File: config.mk
export PLATFORM = sky130hd
export DESIGN_NAME = ifetch_xlate
export DESIGN_NICKNAME = d
export VERILOG_FILES = /design/src/rtl/mmu_pkg.sv /design/src/rtl/ifetch_xlate.sv
export SDC_FILE = /design/constraint.sdc
export NUM_CORES = 1
export LEC_CHECK = 0
export CELL_PAD_IN_SITES_DETAIL_PLACEMENT = 1
export CELL_PAD_IN_SITES_GLOBAL_PLACEMENT = 2
export CORE_UTILIZATION = 25
export CTS_BUF_LIST = sky130_fd_sc_hd__clkbuf_4
export DETAILED_ROUTE_END_ITERATION = 8
export GPL_ROUTABILITY_DRIVEN = 0
export GPL_TIMING_DRIVEN = 0
export MAX_ROUTING_LAYER = met4
export PLACE_DENSITY_LB_ADDON = 0.2
export SETUP_SLACK_MARGIN = 0.15
export SYNTH_ARGS = -nofsm -noshare
export SYNTH_HDL_FRONTEND = slang
export SYNTH_SLANG_ARGS = --single-unit
File: constraint.sdc
create_clock -name clk -period 1.95 [get_ports clk]
set_input_delay 0.2925 -clock clk [delete_from_list [all_inputs] [get_ports clk]]
set_output_delay 0.2925 -clock clk [all_outputs]
set_load 0.05 [all_outputs]
File: src/rtl/mmu_pkg.sv
// Shared types and constants for the instruction-fetch translation stage.
// Segment decode follows the MIPS32 fixed memory map.
package mmu_pkg;

  typedef enum logic [2:0] {
    XLATE,
    REQ,
    RESP,
    OUT,
    EXC,
    HALT,
    DRAIN
  } state_t;

  typedef enum logic [1:0] {
    SEG_USEG,
    SEG_KSEG0,
    SEG_KSEG1,
    SEG_KSEG23
  } seg_t;

  localparam logic [4:0] EXC_ADEL = 5'd4;
  localparam logic [4:0] EXC_TLBL = 5'd2;

  localparam logic [1:0] REFTYPE_FETCH = 2'b00;
  localparam logic [1:0] REFTYPE_LOAD  = 2'b01;
  localparam logic [1:0] REFTYPE_STORE = 2'b10;

  function automatic seg_t seg_decode(input logic [31:0] va);
    seg_t s;
    if (!va[31]) begin
      s = SEG_USEG;
    end else begin
      case (va[30:29])
        2'b00:   s = SEG_KSEG0;
        2'b01:   s = SEG_KSEG1;
        default: s = SEG_KSEG23;
      endcase
    end
    return s;
  endfunction

endpackage

File: src/rtl/ifetch_xlate.sv
// Fetch PC holder and address classifier in front of the iTLB: raises fetch
// exceptions, issues the physical I-cache request and hands bundles to decode.
module ifetch_xlate
  import mmu_pkg::*;
#(
  parameter logic [31:0] RESET_PC = 32'hBFC0_0000
) (
  input  logic        clk,
  input  logic        rst,
  input  logic        redirect_valid,
  input  logic [31:0] redirect_pc,
  input  logic        user_mode,
  output logic [31:0] tlb_vaddr,
  output logic [1:0]  tlb_reftype,
  input  logic [31:0] tlb_phy_addr,
  input  logic        tlb_refill,
  input  logic        tlb_invalid,
  output logic        ic_req,
  output logic [31:0] ic_paddr,
  output logic        ic_uncached,
  input  logic        ic_ack,
  input  logic        ic_rvalid,
  input  logic [31:0] ic_rdata,
  output logic        if_valid,
  output logic [31:0] if_pc,
  output logic [31:0] if_inst,
  output logic        if_exc,
  output logic [4:0]  if_exccode,
  output logic        if_tlb_refill,
  output logic [31:0] if_badvaddr,
  input  logic        id_ready
);

  state_t      state;
  logic [31:0] pc;

  seg_t        seg;
  logic        xl_fault;
  logic [4:0]  xl_code;
  logic        xl_refill;
  logic [31:0] xl_paddr;
  logic        xl_uncached;
  logic        resp_pending;

  assign tlb_vaddr   = pc;
  assign tlb_reftype = REFTYPE_FETCH;

  // Translation of the current PC; only consumed while in XLATE.
  always_comb begin
    seg         = seg_decode(pc);
    xl_fault    = 1'b0;
    xl_code     = EXC_ADEL;
    xl_refill   = 1'b0;
    xl_paddr    = {3'b000, pc[28:0]};
    xl_uncached = (seg == SEG_KSEG1);
    if ((pc[1:0] != 2'b00) || (user_mode && pc[31])) begin
      xl_fault = 1'b1;
    end else if ((seg == SEG_USEG) || (seg == SEG_KSEG23)) begin
      xl_paddr    = tlb_phy_addr;
      xl_uncached = 1'b0;
      if (tlb_refill) begin
        xl_fault  = 1'b1;
        xl_code   = EXC_TLBL;
        xl_refill = 1'b1;
      end else if (tlb_invalid) begin
        xl_fault = 1'b1;
        xl_code  = EXC_TLBL;
      end
    end
  end

  // A cache response is still owed to us and must be swallowed after a redirect.
  assign resp_pending = ((state == RESP)  && !ic_rvalid) ||
                        ((state == REQ)   &&  ic_ack)    ||
                        ((state == DRAIN) && !ic_rvalid);

  always_ff @(posedge clk or negedge rst) begin
    if (!rst) begin
      state         <= XLATE;
      pc            <= RESET_PC;
      ic_req        <= 1'b0;
      ic_paddr      <= '0;
      ic_uncached   <= 1'b0;
      if_valid      <= 1'b0;
      if_pc         <= '0;
      if_inst       <= '0;
      if_exc        <= 1'b0;
      if_exccode    <= '0;
      if_tlb_refill <= 1'b0;
      if_badvaddr   <= '0;
    end else if (redirect_valid) begin
      pc       <= redirect_pc;
      ic_req   <= 1'b0;
      if_valid <= 1'b0;
      if_exc   <= 1'b0;
      state    <= resp_pending ? DRAIN : XLATE;
    end else begin
      case (state)
        XLATE: begin
          if (xl_fault) begin
            if_valid      <= 1'b1;
            if_exc        <= 1'b1;
            if_pc         <= pc;
            if_inst       <= '0;
            if_exccode    <= xl_code;
            if_tlb_refill <= xl_refill;
            if_badvaddr   <= pc;
            state         <= EXC;
          end else begin
            ic_req      <= 1'b1;
            ic_paddr    <= xl_paddr;
            ic_uncached <= xl_uncached;
            state       <= REQ;
          end
        end
        REQ: begin
          if (ic_ack) begin
            ic_req <= 1'b0;
            state  <= RESP;
          end
        end
        RESP: begin
          if (ic_rvalid) begin
            if_valid      <= 1'b1;
            if_exc        <= 1'b0;
            if_pc         <= pc;
            if_inst       <= ic_rdata;
            if_exccode    <= '0;
            if_tlb_refill <= 1'b0;
            state         <= OUT;
          end
        end
        OUT: begin
          if (id_ready) begin
            if_valid <= 1'b0;
            pc       <= pc + 32'd4;
            state    <= XLATE;
          end
        end
        EXC: begin
          if (id_ready) begin
            if_valid <= 1'b0;
            if_exc   <= 1'b0;
            state    <= HALT;
          end
        end
        HALT: state <= HALT;
        DRAIN: begin
          if (ic_rvalid) state <= XLATE;
        end
        default: state <= XLATE;
      endcase
    end
  end

endmodule

==> results.yml <==
outcome:
  status: "complete, but fails checks"
  violations: "negative setup slack"
logic_synthesis:
  muxShareOfSynthArea_pct: 13.4
  seq_area_frac_synth_pct: 55.7
  ys.flop_type: "dfrtp_1"
  synth_top_cell_area_share_pct: 52.6
  synth_edf_count: 0
  synth-seq-cells: 170
  synth-compound-area-share_pct: 8.81
  async_flop_share_pct: 100
  yosys-top-cells-area: "dfrtp_1 (53%), mux2_2 (8.2%), nand2_1 (7.3%), o21ai_0 (5.7%), mux2i_1 (3.5%)"
  netlist_instances: 705
  synth-adder-area-share_pct: 0.327
  yosys.area.top_type: "dfrtp_1"
  synth_simple_gate_area_share_pct: 14.1
  avgSynthCellArea_sq_um: 10.9
  synthXorXnorAreaFrac_pct: 3.20
  synth_top_family_by_area: "simple AND/OR/NAND/NOR gates"
  synthTopCellsByCount: "dfrtp_1 (161), nand2_1 (149), o21ai_0 (87)"
  syn_area_sq_um: 7660
  yosysMostFrequentCell: "dfrtp_1"
  yosysWarnings: 0
  ys_types: 52
die:
  die_h_um: 177
  die-area_sq_um: 31300
  boundaryPins: 277
  die_w_um: 177
  rows: 63
  start_util_pct: 25.6
  coreArea_sq_um: 29900
pwr:
  p_total_uw: 20200
  p_leak_uw: 0.00568
  power.density_nw_per_um2: 1530
  vdd_ir_drop_max_v: 0.000719
setup_path:
  crit_start: "tlb_vaddr[31]"
  crit_slowest_cell: "dfstp_4"
  path_max_fanout: 8
  crit_required_ns: 2.42
  rr_worst_depth: 9
  cp_common_cell: "buf_12"
  regToRegEndpoint: "if_pc[27]"
  reg2reg_from: "tlb_vaddr[31]"
  worstSetupPathType: "reg -> reg"
  worstSetupEndpoint: "if_pc[27]"
  start_kind: "register"
  path_cells: "o21a_1, ha_4, o21ai_4, nand2_2, o21ai_4, buf_12, buf_12, buf_12, mux2_4"
  end_kind: "register"
  cp.arrival_ns: 2.68
  max_stage_delay_ns: 0.67
  ff2ff_setup_slack_ns: -0.26
placement:
  port_buffers: 270
  dp_slack_ns: -0.673
  hpwl_um: 19600
timing:
  clock_skew_ns: 0.0313
  rsz0062_at_grt: "yes"
  finalCritPeriodShare_pct: 113
  worst_slack_ns: -0.255
  setup_viol: 135
  finalHoldViolations: 0
  hold-worst-slack_ns: 0.220
  max_freq_ghz: 0.454
  min_period_ns: 2.21
  slew_viol_final: 0
  worst_pin_slew_ns: 0.729
  relSlewSlack_pct: 51.4
routing:
  post_drt_wl_per_cell_um: 20.4
  route.detailed.drc: 0
  dr.pass1.iters: 4
  drt.antenna.violating_nets: 0
  vias: 6808
  dr.first_iter.drc_count: 208
  wirelength_um: 30100
  vias_per_cell: 4.61
grt:
  grt_pass1_vias: 7381
  grt.total_usage_pct: 19.9
  antenna_found_initial: 2
  grt_max_degree: 89
  grt_pass1_wl_um: 45300
  grt_overflow: 0
clock_network:
  cts_inserted_buffers: 17
  clock_path_buffers: 2
  cts_tree: "yes"
  clk_pin_slew_ns: 0.16
  cts.sinks: 170
  insertion_delay_ns: 0.59
  htreeDepth: 4
  cts-root-buf: "clkbuf_4"
min_path:
  hp-class: "in -> reg"
finish:
  multi_input_area_sq_um: 3940
  area_growth_pct: 73.2
  fin_util_pct: 44.4
  drive_gt1_share_pct: 51.4
  fillers: 3219
  fin_nets: 1179
  regArea_sq_um: 4300
job:
  maxCapViolations: 0
[state kept, by name, summed over array words and instances, names as in the netlist]
signal and count:
ic_paddr 32, ic_req 1, ic_uncached 1, if_badvaddr 32, if_exc 1, if_exccode 2, if_inst 32, if_pc 32
if_tlb_refill 1, if_valid 1, state 3, tlb_vaddr 32
[layout by cell type (no fill, tap or decap), types with 24 or more instances in the layout]
cell and n:
nand2_1 89, clkdlybuf4s50_1 102, mux2i_1 24, mux2_4 40, o21ai_1 42, nand2_2 29, buf_2 32, dfrtp_1 139
o21ai_2 35, clkbuf_4 24, buf_4 50, nand2_4 31, clkdlybuf4s15_2 113, o21ai_0 25, mux2_2 27
[what timing repair did]
action | in CTS | in global routing
setup buffers | 42 | 14
setup endpoints to repair | 323 | 177
hold buffers | 1 | 0
gates cloned | 14 | 2
resized for setup | 771 | 227
endpoints found under the hold margin | 86 | 0
pin swaps | 41 | 43
[final cells by class]
| cell class | instances | share of cell area (%) |
|---|---|---|
| inverters | 6 | 0.170 |
| plain buffers | 55 | 4.78 |
| clock inverters | 14 | 0.858 |
| repair buffers | 343 | 27.3 |
| clock buffers | 18 | 1.02 |
| diodes | 2 | 0.0377 |
| well taps | 390 | 3.68 |
| multi-input cells | 479 | 29.7 |
| flip-flops and latches | 170 | 32.4 |
[how the worst min path moves through the flow]
| stage | endpoint | startpoint | slack [ns] | depth (start not counted) |
|---|---|---|---|---|
| 2_1_floorplan | ic_paddr[0] | rst | -0.003 | 0 |
| 3_3_place_gp | ic_paddr[14] | ic_paddr[14] | 0.46 | 2 |
| 3_5_place_dp | if_inst[8] | rst | 0.38 | 1 |
| 4_1_cts | ic_paddr[30] | tlb_phy_addr[30] | 0.17 | 3 |
| 5_1_grt | if_inst[19] | ic_rdata[19] | 0.16 | 3 |
| 6_report | tlb_vaddr[27] | redirect_valid | 0.22 | 3 |
[power by group]
part / switching [uW] / internal [uW] / total [uW] / leakage (uW)
Sequential: 1010 / 4890 / 5900 / 0.00212
Combinational: 7690 / 4660 / 12300 / 0.00342
Clock: 1440 / 547 / 1990 / 0.000129
[critical path, delay by kind of cell (launching register included)]
kind / cells / cell delay (ns)
buffers and inverters: 3 / 0.39
multiplexers: 1 / 0.29
adder cells (fa/ha/maj): 1 / 0.23
AND/OR/NAND/NOR: 1 / 0.10
AO/OA/AOI/OAI: 3 / 0.41
flip-flops: 1 / 0.67
[stage by stage]
step	instances	setup TNS (ns)	cell area, sq um
final	1477	-20.89	13300
after global routing	1477	-31.18	13300
after CTS	1459	-19.95	12600
after detailed placement	1370	-73.94	11000
after global placement	1369	-1313.80	11000
after floorplan	709	-22.64	7760
[layer usage]
metal / global-route usage [%] / wire [um] / vias up / share of wire, %
li1: - / - / 3158 / -
met1: 25.4 / 13300 / 3434 / 44
met2: 31.4 / 14600 / 202 / 48
met3: 5.69 / 2050 / 14 / 6.8
met4: 3.41 / 180 / 0 / 0.60
met5: - / 0 / - / 0
[cells by family after synthesis]
kind of cell,count (synthesis)
AO/OA/AOI/OAI,126
XOR/XNOR,28
adder cells (fa/ha/maj),2
buffers and inverters,61
flip-flops,170
multiplexers,94
other,1
AND/OR/NAND/NOR,223
Note: power is estimated with default switching activity, not from simulation.
